File: src/rtl/mc_pkg.sv
// Shared constants for the multicycle MIPS-style controller: state codes,
// opcode/funct values and ALU control encodings.
package mc_pkg;

   typedef logic [3:0] state_t;

   localparam state_t StFetch   = 4'd0;
   localparam state_t StDecode  = 4'd1;
   localparam state_t StMemAdr  = 4'd2;
   localparam state_t StMemRd   = 4'd3;
   localparam state_t StMemWb   = 4'd4;
   localparam state_t StMemWr   = 4'd5;
   localparam state_t StRtypeEx = 4'd6;
   localparam state_t StRtypeWb = 4'd7;
   localparam state_t StBeqEx   = 4'd8;
   localparam state_t StAddiEx  = 4'd9;
   localparam state_t StAddiWb  = 4'd10;
   localparam state_t StJEx     = 4'd11;
   localparam state_t StIllegal = 4'd12;

   localparam logic [5:0] OpLw    = 6'b100011;
   localparam logic [5:0] OpSw    = 6'b101011;
   localparam logic [5:0] OpRtype = 6'b000000;
   localparam logic [5:0] OpBeq   = 6'b000100;
   localparam logic [5:0] OpAddi  = 6'b001000;
   localparam logic [5:0] OpJ     = 6'b000010;

   localparam logic [5:0] FnAdd = 6'b100000;
   localparam logic [5:0] FnSub = 6'b100010;
   localparam logic [5:0] FnAnd = 6'b100100;
   localparam logic [5:0] FnOr  = 6'b100101;
   localparam logic [5:0] FnSlt = 6'b101010;

   localparam logic [2:0] AluSlt = 3'b000;
   localparam logic [2:0] AluSub = 3'b001;
   localparam logic [2:0] AluAdd = 3'b101;
   localparam logic [2:0] AluOr  = 3'b110;
   localparam logic [2:0] AluAnd = 3'b111;

   localparam logic [1:0] PcSrcAlu    = 2'b00;
   localparam logic [1:0] PcSrcAluOut = 2'b01;
   localparam logic [1:0] PcSrcJump   = 2'b10;

   localparam logic [1:0] SrcBReg    = 2'b00;
   localparam logic [1:0] SrcBFour   = 2'b01;
   localparam logic [1:0] SrcBImm    = 2'b10;
   localparam logic [1:0] SrcBImmSh2 = 2'b11;

endpackage

File: src/rtl/alu_decoder.sv
// R-type funct field to ALU control decoder; funct_valid flags supported codes.
module alu_decoder
   import mc_pkg::*;
(
   input  logic [5:0] funct_i,
   output logic [2:0] alucontrol_o,
   output logic       funct_valid_o
);

   always_comb begin
      alucontrol_o  = AluSlt;
      funct_valid_o = 1'b1;
      case (funct_i)
         FnAdd:   alucontrol_o = AluAdd;
         FnSub:   alucontrol_o = AluSub;
         FnAnd:   alucontrol_o = AluAnd;
         FnOr:    alucontrol_o = AluOr;
         FnSlt:   alucontrol_o = AluSlt;
         default: funct_valid_o = 1'b0;
      endcase
   end

endmodule

File: src/rtl/multicycle_controller.sv
// Moore FSM controller for a multicycle MIPS subset (lw, sw, R-type, beq, addi, j).
// Define MEM_WAIT_EN to add mem_ready handshaking on FETCH, MEMRD and MEMWR.
module multicycle_controller
   import mc_pkg::*;
(
   input  logic       clk,
   input  logic       reset,
   input  logic [5:0] opcode,
   input  logic [5:0] funct,
   input  logic       zero,
`ifdef MEM_WAIT_EN
   input  logic       mem_ready,
`endif
   output logic       pcen,
   output logic       iord,
   output logic       memwrite,
   output logic       irwrite,
   output logic       regdst,
   output logic       memtoreg,
   output logic       regwrite,
   output logic       alusrca,
   output logic       illegal,
   output logic [1:0] pcsrc,
   output logic [1:0] alusrcb,
   output logic [2:0] alucontrol
);

   state_t     state_q, state_d;
   logic [2:0] rtype_alu;
   logic       funct_valid;
   logic       mem_ok;
   logic       pcen_s, memwrite_s, irwrite_s, regwrite_s;

`ifdef MEM_WAIT_EN
   assign mem_ok = mem_ready;
`else
   assign mem_ok = 1'b1;
`endif

   alu_decoder u_alu_decoder (
      .funct_i       (funct),
      .alucontrol_o  (rtype_alu),
      .funct_valid_o (funct_valid)
   );

   always_ff @(posedge clk or negedge reset) begin
      if (!reset) begin
         state_q <= StFetch;
      end else begin
         state_q <= state_d;
      end
   end

   always_comb begin
      state_d = state_q;
      case (state_q)
         StFetch:   if (mem_ok) state_d = StDecode;
         StDecode: begin
            case (opcode)
               OpLw, OpSw: state_d = StMemAdr;
               OpRtype:    state_d = StRtypeEx;
               OpBeq:      state_d = StBeqEx;
               OpAddi:     state_d = StAddiEx;
               OpJ:        state_d = StJEx;
               default:    state_d = StIllegal;
            endcase
         end
         StMemAdr:  state_d = (opcode == OpSw) ? StMemWr : StMemRd;
         StMemRd:   if (mem_ok) state_d = StMemWb;
         StMemWr:   if (mem_ok) state_d = StFetch;
         StRtypeEx: state_d = funct_valid ? StRtypeWb : StIllegal;
         StAddiEx:  state_d = StAddiWb;
         StMemWb, StRtypeWb, StAddiWb, StBeqEx, StJEx: state_d = StFetch;
         StIllegal: state_d = StIllegal;
         default:   state_d = StFetch;
      endcase
   end

   always_comb begin
      pcen_s     = 1'b0;
      iord       = 1'b0;
      memwrite_s = 1'b0;
      irwrite_s  = 1'b0;
      regdst     = 1'b0;
      memtoreg   = 1'b0;
      regwrite_s = 1'b0;
      alusrca    = 1'b0;
      illegal    = 1'b0;
      pcsrc      = PcSrcAlu;
      alusrcb    = SrcBReg;
      alucontrol = AluSlt;
      case (state_q)
         StFetch: begin
            irwrite_s  = mem_ok;
            pcen_s     = mem_ok;
            alusrcb    = SrcBFour;
            alucontrol = AluAdd;
         end
         StDecode: begin
            alusrcb    = SrcBImmSh2;
            alucontrol = AluAdd;
         end
         StMemAdr, StAddiEx: begin
            alusrca    = 1'b1;
            alusrcb    = SrcBImm;
            alucontrol = AluAdd;
         end
         StMemRd:   iord = 1'b1;
         StMemWb: begin
            memtoreg   = 1'b1;
            regwrite_s = 1'b1;
         end
         StMemWr: begin
            iord       = 1'b1;
            memwrite_s = mem_ok;
         end
         StRtypeEx: begin
            alusrca    = 1'b1;
            alucontrol = rtype_alu;
         end
         StRtypeWb: begin
            regdst     = 1'b1;
            regwrite_s = 1'b1;
         end
         StAddiWb:  regwrite_s = 1'b1;
         StBeqEx: begin
            alusrca    = 1'b1;
            alucontrol = AluSub;
            pcsrc      = PcSrcAluOut;
            pcen_s     = zero;
         end
         StJEx: begin
            pcsrc  = PcSrcJump;
            pcen_s = 1'b1;
         end
         StIllegal: illegal = 1'b1;
         default: ;
      endcase
   end

   // Write enables are masked by reset so nothing is written while it is held.
   assign pcen     = pcen_s & reset;
   assign irwrite  = irwrite_s & reset;
   assign memwrite = memwrite_s & reset;
   assign regwrite = regwrite_s & reset;

endmodule

File: config.mk
export PLATFORM = sky130hd
export DESIGN_NAME = multicycle_controller
export DESIGN_NICKNAME = d
export VERILOG_FILES = /design/src/rtl/mc_pkg.sv /design/src/rtl/alu_decoder.sv /design/src/rtl/multicycle_controller.sv
export SDC_FILE = /design/constraint.sdc
export NUM_CORES = 1
export LEC_CHECK = 0
export CAP_MARGIN = 40
export CORE_AREA = 2 2 39 41
export DETAILED_ROUTE_END_ITERATION = 6
export DIE_AREA = 0 0 41 43
export DONT_BUFFER_PORTS = 1
export GPL_ROUTABILITY_DRIVEN = 0
export GPL_TIMING_DRIVEN = 0
export PLACE_DENSITY_LB_ADDON = 0.25
export SLEW_MARGIN = 20
export SYNTH_ARGS = -nofsm -noshare
export SYNTH_HDL_FRONTEND = slang
export SYNTH_SLANG_ARGS = --single-unit
File: constraint.sdc
create_clock -name clk -period 5 [get_ports clk]
set_clock_uncertainty 0.1 [all_clocks]
set_input_delay 1.25 -clock clk [delete_from_list [all_inputs] [get_ports clk]]
set_output_delay 1.25 -clock clk [all_outputs]
set_load 0.02 [all_outputs]
# ---- After elaboration in Yosys (flattened, before gate mapping)
# Cells that the tools add are included.
dict set report op_classes {
  n_eq_ne 22
  bitwise 4
  muxes 18
  n_reduce_logical 10
}
# op n
set op_table {}
lappend op_table {{$eq A6 B6 Y1 const B} 7}
lappend op_table {{$pmux W4 S7} 1}
lappend op_table {{$eq A4 B4 Y1 const B} 5}
lappend op_table {{$pmux W4 S5} 1}
lappend op_table {{$eq A4 B3 Y1 const B} 4}
lappend op_table {{$pmux W3 S4} 1}
lappend op_table {{$mux W1} 9}
lappend op_table {{$pmux W3 S3} 1}
lappend op_table {{$eq A4 B2 Y1 const B} 2}
lappend op_table {{$reduce_or A2 Y1} 4}
lappend op_table {{$reduce_or A4 Y1} 2}
lappend op_table {{$eq A6 B2 Y1 const B} 1}
lappend op_table {{$eq A6 B3 Y1 const B} 1}
lappend op_table {{$eq A6 B4 Y1 const B} 1}
lappend op_table {{$logic_not A6 Y1} 1}
lappend op_table {{$pmux W2 S3} 1}
lappend op_table {{$reduce_or A5 Y1} 1}
lappend op_table {{$and A1 B1 Y1} 4}
lappend op_table {{$eq A4 B1 Y1 const B} 1}
lappend op_table {{$logic_not A4 Y1} 1}
lappend op_table {{$mux W4} 1}
lappend op_table {{$pmux W2 S2} 1}
lappend op_table {{$mux W3} 1}
lappend op_table {{$reduce_or A3 Y1} 1}
lappend op_table {{$pmux W1 S2} 1}
dict set report totals {
  ff_bits 4
  wordCells 55
}

# ---- Logic depth before layout (Yosys ltp)
# Gate-level depths: netlist of run 1.
dict set report logic_depth {
  depth_word 5
  depth_mapped 5
}

# ---- Modules after synthesis
# A second synthesis of run 1 with hierarchy kept.
dict set report hier_totals {
  hier_cells 87
  area_unflattened_um2 683.2
}
# mod instances area_per_inst_um2 seq_area_each_um2 cells_per_inst
set by_module_without_submodules {}
lappend by_module_without_submodules {multicycle_controller 1 611.8 100.1 80}
lappend by_module_without_submodules {alu_decoder 1 71.3 0.0 7}

# ---- Least setup slack after synthesis of run 1
# OpenSTA, ideal clock, no wires.
dict set report synth_timing {
  path_kind {input to output}
  startpoint {input port funct[4]}
  endpoint {output port alucontrol[0]}
  path_stages 3
  path_buffers 0
  arrival_time_ns 2.430
  slack_ns 1.220
  required_time_ns 3.650
  path_cell_list {or3b_2 > a2111o_1 > a21oi_1}
}
dict set report synth_between {
  elab_chain_len 3
}
# item line
set synth_lines {}
lappend synth_lines {{from (decl)} multicycle_controller.sv:9} ;# input logic [5:0] funct,
lappend synth_lines {{$eq A6 B6 Y1} alu_decoder.sv:13} ;# case (funct_i)
lappend synth_lines {{$pmux W3 S4 (*)} alu_decoder.sv:13}
lappend synth_lines {{$pmux W3 S3 (*)} multicycle_controller.sv:92} ;# case (state_q)
lappend synth_lines {{to (decl)} multicycle_controller.sv:25} ;# output logic [2:0] alucontrol
# Mark *: on every way between the ends. The rest lies on a longest branch, timed or not.

# ---- Final worst setup path of run 1
# Same ends and word-level chain as after synthesis.

==> results of run 1 <==
-- routing by layer --
metal | track usage, % | vias to the layer above | share of wire (%)
met5 | 0 | - | 0
met4 | 12.00 | 0 | 2.5
met3 | 3.141 | 5 | 7.6
met2 | 30.00 | 23 | 47
met1 | 21.75 | 272 | 43
li1 | - | 288 | -
-- cell usage after synthesis, drive strengths merged (3+ instances only) --
| master | instances |
|---|---|
| a21oi | 6 |
| and3 | 4 |
| dfrtp | 4 |
| inv | 4 |
| nand2 | 4 |
| nand2b | 3 |
| nor2 | 12 |
| nor3 | 7 |
-- worst max-delay path, stage by stage --
cell and delay [ns]:
or3b_2 0.47, a2111o_1 0.35, a21oi_1 0.39
-- power by group through the flow --
| stage | combinational [mW] | sequential (mW) | clock, mW |
|---|---|---|---|
| 4_1_cts | 0.259 | 0.0571 | 0.0425 |
| 2_1_floorplan | 0.221 | 0.0548 | 0 |
| 6_report | 0.258 | 0.0573 | 0.0423 |
| 5_1_grt | 0.282 | 0.0591 | 0.0463 |
| 3_3_place_gp | 0.255 | 0.0566 | 0 |
| 3_5_place_dp | 0.258 | 0.0576 | 0 |
-- through the flow --
stage	std cells	utilization [%]	cell area [sq um]	setup slack [ns]
3_3_place_gp	91	39.51	546.8	1.188
5_1_grt	94	41.14	569.3	1.168
4_1_cts	94	41.14	569.3	1.192
3_5_place_dp	91	39.51	546.8	1.192
2_1_floorplan	75	-	526.8	1.220
6_report	94	41.14	569.3	1.195
-- cells in the final DEF (no fill, tap or decap), drive strengths merged, types with 2 or more instances in the layout --
master / count
a21oi: 6
a31oi: 2
a32o: 2
and3: 4
buf: 2
clkbuf: 5
dfrtp: 4
inv: 4
nand2: 4
nand2b: 3
nor2: 12
nor3: 7
o21ai: 2
or3: 2
or3b: 2
xnor2: 2
-- area by class of cell --
class	instances	area (sq um)	area share (%)
Buffer	4	16.27	2.857
Clock buffer	3	22.52	3.956
Tap cell	16	20.02	3.516
Sequential cell	4	100.1	17.58
Inverter	4	15.01	2.637
Multi-Input combinational cell	63	395.4	69.45
-- path summary, 6_finish.rpt --
path | slack, ns | depth (start not counted) | start | endpoint
max | 1.19 | 3 | funct[4] | alucontrol[0]
min | 0.57 | 2 | state_q[0] | state_q[1]
max reg2reg | 3.23 | 5 | state_q[3] | state_q[1]
min reg2reg | 0.57 | 2 | state_q[0] | state_q[1]
max in group asynchronous | 4.13 | 0 | reset | state_q[3]
min in group asynchronous | 0.60 | 0 | reset | state_q[1]
-- kinds of logic after synthesis --
logic type / count (synthesis) / share of synthesized area, %
multiplexers: 2 / 4.038
flip-flops: 4 / 19.00
AO/OA/AOI/OAI: 21 / 29.46
AND/OR/NAND/NOR: 38 / 38.24
buffers and inverters: 8 / 5.936
XOR/XNOR: 2 / 3.326
==> flow_metrics.tcl, run 1 <==
set metrics [dict create \
    fin_crit_sh_pct 76.10 \
    overflow 0 \
    die_area_sq_um 1763 \
    grt_pass1_vias 574 \
    crit_fanout 2 \
    whs_ns 0.5684 \
    worst_ep_required_time_ns 3.65 \
    yosys-top-cells-area "dfrtp_1 (19%), nor2_1 (8.6%), nor3_1 (6.7%)" \
    die_h_um 43 \
    power_density_nw_per_um2 627.6 \
    drv_cap 0 \
    ioPinCount 31 \
    hpwl_um 1115 \
    p_total_mw 0.3573 \
    crit_path_start_kind "primary input" \
    postCtsHoldBufs 0 \
    rsz0062_at_grt "false" \
    synth_top_cell_by_area "dfrtp_1" \
    insertion_delay_ns 0.24 \
    syn-num-nets 90 \
    hold_viol_final 0 \
    wl_um 1443 \
    fin_nets 95 \
    ys_warn_count 0 \
    grt_pass1_wl_um 2221 \
    setup_tns_ns 0 \
    cts_resized 0 \
    status "complete, no violations" \
    drt_iter0_drc 11 \
    drive_gt1_share_pct 12.82 \
    setup_viol 0 \
    initial_core_util_pct 38.07 \
    arrival_ns 2.46 \
    cts.sink_count 4 \
    p_sw_share_pct 58.29 \
    num_vias 588 \
    end_kind "output port" \
    drt-wirelength-per-cell_um 15.35 \
    comb_power_share_pct 72.1 \
    portBuffers 0 \
    n_antenna_cell 0 \
    grt_max_degree 11 \
    p_sw_mw 0.2083 \
    num_rows 14 \
    die_w_um 41 \
    syn-mean-instance-area_sq_um 7.023 \
    power.leakage_nw 0.2094 \
    firstDrtPassIters 4 \
    fin_crit_ns 3.805 \
    p_clk_share_pct 11.8 \
    fill_cells 159 \
    largest_registers "state_q (4)" \
    drc 0 \
    syn_to_final_growth_pct 8.076 \
    seq_area_frac_synth_pct 19.00 \
    pwr-share-seq_pct 16.0 \
    ys.flop_type "dfrtp_1" \
    ys_ff_latch 4 \
    fmax_mhz 262.8 \
    via_per_inst 6.255 \
    largest-register "state_q" \
    clock-root-buffer "clkbuf_4" \
    cts_buffers 3 \
    htree_num_levels 1 \
    finalMaxSlewViolations 0 \
    hp-class "reg2reg" \
    core_sq_um 1384 \
    postCtsSetupRepairBufs 0 \
    cts.path.max_buffers 2 \
    async_reset_ff_share_pct 100.0 \
    track_usage_pct 18.83 \
    path_class "in2out" \
    intPower_mw 0.1490 \
    clk_pin_slew_ns 0.04 \
    largest_reg_flops 4 \
    peakVddDrop_mv 0.1946 \
    antenna_found_initial 0 \
    ant_nets 0 \
    tritoncts "built" \
    synth_edf_count 0 \
    tightest_slew_ns 0.7108 \
    syn-cell-area_sq_um 526.8 \
    synth_top_area_share_pct 19.00 \
    syn_inst 75 \
    synth_cell_types 33 \
    slew_headroom_pct 52.25 \
]
Note: power is estimated with default switching activity, not from simulation.
==> run 2, diff against run 1 <==
Settings changed: ABC_AREA set to 1.
Clock period 5 ns to 3.3 ns, I/O delays scaled along.
==> flow_metrics.tcl, run 2 <==
set metrics [dict create \
    whs_ns 0.1873 \
    hpwl_um 1068 \
    fmax_mhz 378.4 \
    hold_viol_final 0 \
    die_w_um 41 \
    synth_top_area_share_pct 17.28 \
    cp_cell_sequence "nor3_2 -> o211ai_1 -> o21ai_0" \
    htree_num_levels 1 \
    syn_to_final_growth_pct 7.343 \
    r2r_start "state_q[3]" \
    grt_max_degree 8 \
    final_util_pct 44.94 \
    crit_path_start_kind "primary input" \
    p_sw_share_pct 62.09 \
    portBuffers 0 \
    hp-class "in2async" \
    largest_registers "state_q (4)" \
    overflow 0 \
    num_rows 14 \
    tightest_slew_ns 0.6583 \
    peakVddDrop_mv 0.2997 \
    finalNonFillerCells 127 \
    comb_power_share_pct 69.7 \
    rr_worst_depth 5 \
    largest_reg_flops 4 \
    synth_cell_types 16 \
    drc 0 \
    synth_edf_count 0 \
    dp_cells 124 \
    finalMaxSlewViolations 0 \
    grt_pass1_vias 574 \
    worst-r2r-setup-slack_ns 1.98 \
    final_common_cell "inv_1" \
    cts_resized 0 \
    core_sq_um 1384 \
    syn-cell-area_sq_um 579.3 \
    end_kind "output port" \
    crit_fanout 4 \
    antenna_found_initial 0 \
    fin_crit_ns 2.642 \
    firstDrtPassIters 4 \
    seq_area_frac_synth_pct 17.28 \
    postCtsHoldBufs 0 \
    postCtsSetupRepairBufs 0 \
    synth_top_cell_by_area "dfrtp_1" \
    rsz0062_at_grt "false" \
    timing.rr.end "state_q[0]" \
    ant_nets 0 \
    async_reset_ff_share_pct 100.0 \
    worst_ep_required_time_ns 2.37 \
    cp_slowest_cell "o21ai_0" \
    drive_gt1_share_pct 15.32 \
    max_stage_delay_ns 0.52 \
    p_sw_mw 0.3258 \
    fin_crit_sh_pct 80.07 \
    clk_pin_slew_ns 0.04 \
    synth_most_common_cell "inv_1" \
    setup_tns_ns 0 \
    ys_ff_latch 4 \
    insertion_delay_ns 0.23 \
    intPower_mw 0.1989 \
    ys_warn_count 0 \
    tritoncts "built" \
    yosys-top-cells-area "dfrtp_1 (17%), inv_1 (17%), nand3_1 (14%)" \
    syn-num-nets 123 \
    clock-root-buffer "clkbuf_4" \
    drv_cap 0 \
    fin_nets 128 \
    syn_inst 108 \
    power.leakage_nw 0.3942 \
    status "complete, no violations" \
    largest-register "state_q" \
    n_antenna_cell 0 \
    drt-wirelength-per-cell_um 9.693 \
    die_area_sq_um 1763 \
    ioPinCount 31 \
    cts.sink_count 4 \
    pwr-share-seq_pct 19.0 \
    syn-mean-instance-area_sq_um 5.364 \
    setup_viol 0 \
    via_per_inst 5.063 \
    power_density_nw_per_um2 843.8 \
    wl_um 1231 \
    path_class "in2out" \
    grt_pass1_wl_um 2021 \
    arrival_ns 1.72 \
    die_h_um 43 \
    synth_common_cells "inv_1 (26), nand2_1 (20), nand3_1 (16)" \
    p_clk_share_pct 11.2 \
    track_usage_pct 16.65 \
    ys.flop_type "dfrtp_1" \
    slew_headroom_pct 55.65 \
    initial_core_util_pct 41.86 \
    cts.path.max_buffers 2 \
    cts_buffers 3 \
    num_vias 643 \
    layout_common_cells "inv_1 (26), nand2_1 (20), nand3_1 (16), nor2_1 (14), nor2_2 (8)" \
    drt_iter0_drc 9 \
]
[run 2: worst max-delay path, delay by kind of cell]
kind	cells	cell delay [ns]
AO/OA/AOI/OAI	2	0.64
AND/OR/NAND/NOR	1	0.25
[run 2: cell families after synthesis]
kind of cell / Yosys count / share of synthesized area, %
simple gates: 66 / 54.43
flops: 4 / 17.28
buf+inv: 28 / 18.36
compound gates: 10 / 9.936
[run 2: power by group through the flow]
stage / Sequential [mW] / Clock [mW] / Combinational, mW
CTS: 0.0995 / 0.0610 / 0.369
finish: 0.0998 / 0.0590 / 0.366
floorplan: 0.0967 / 0 / 0.324
detailed placement: 0.100 / 0 / 0.368
global placement: 0.0997 / 0 / 0.367
global route: 0.105 / 0.0622 / 0.408
[run 2: per-stage QoR]
| stage | cell area [sq um] | setup slack [ns] | total power, mW |
|---|---|---|---|
| after floorplan | 579.3 | 0.7174 | 0.4203 |
| after global placement | 599.3 | 0.6551 | 0.4663 |
| after detailed placement | 599.3 | 0.6464 | 0.4682 |
| after CTS | 621.8 | 0.6465 | 0.5291 |
| after global routing | 621.8 | 0.5233 | 0.5748 |
| final | 621.8 | 0.6576 | 0.5247 |
[run 2: area by class of cell]
cell class / count / area [sq um]
clock buffers: 3 / 22.52
multi-input cells: 76 / 372.9
inverters: 28 / 106.4
fillers: 150 / 762.0
well taps: 16 / 20.02
flip-flops and latches: 4 / 100.1
[run 2: worst max-delay path by stage]
stage | slack (ns) | startpoint | end | cells past startpoint
after global placement | 0.66 | funct[4] | alucontrol[2] | 3
after CTS | 0.65 | funct[4] | alucontrol[2] | 3
final | 0.66 | funct[4] | alucontrol[2] | 3
after floorplan | 0.72 | funct[4] | alucontrol[2] | 3
after detailed placement | 0.65 | funct[4] | alucontrol[2] | 3
after global routing | 0.52 | state_q[0] | pcen | 5
[run 2: layer usage]
layer | up-vias | track usage [%] | routed length (um)
li1 | 345 | - | -
met3 | 2 | 3.665 | 95
met1 | 271 | 18.30 | 506
met2 | 25 | 28.13 | 618
met4 | 0 | 8.000 | 10
met5 | - | 0 | 0
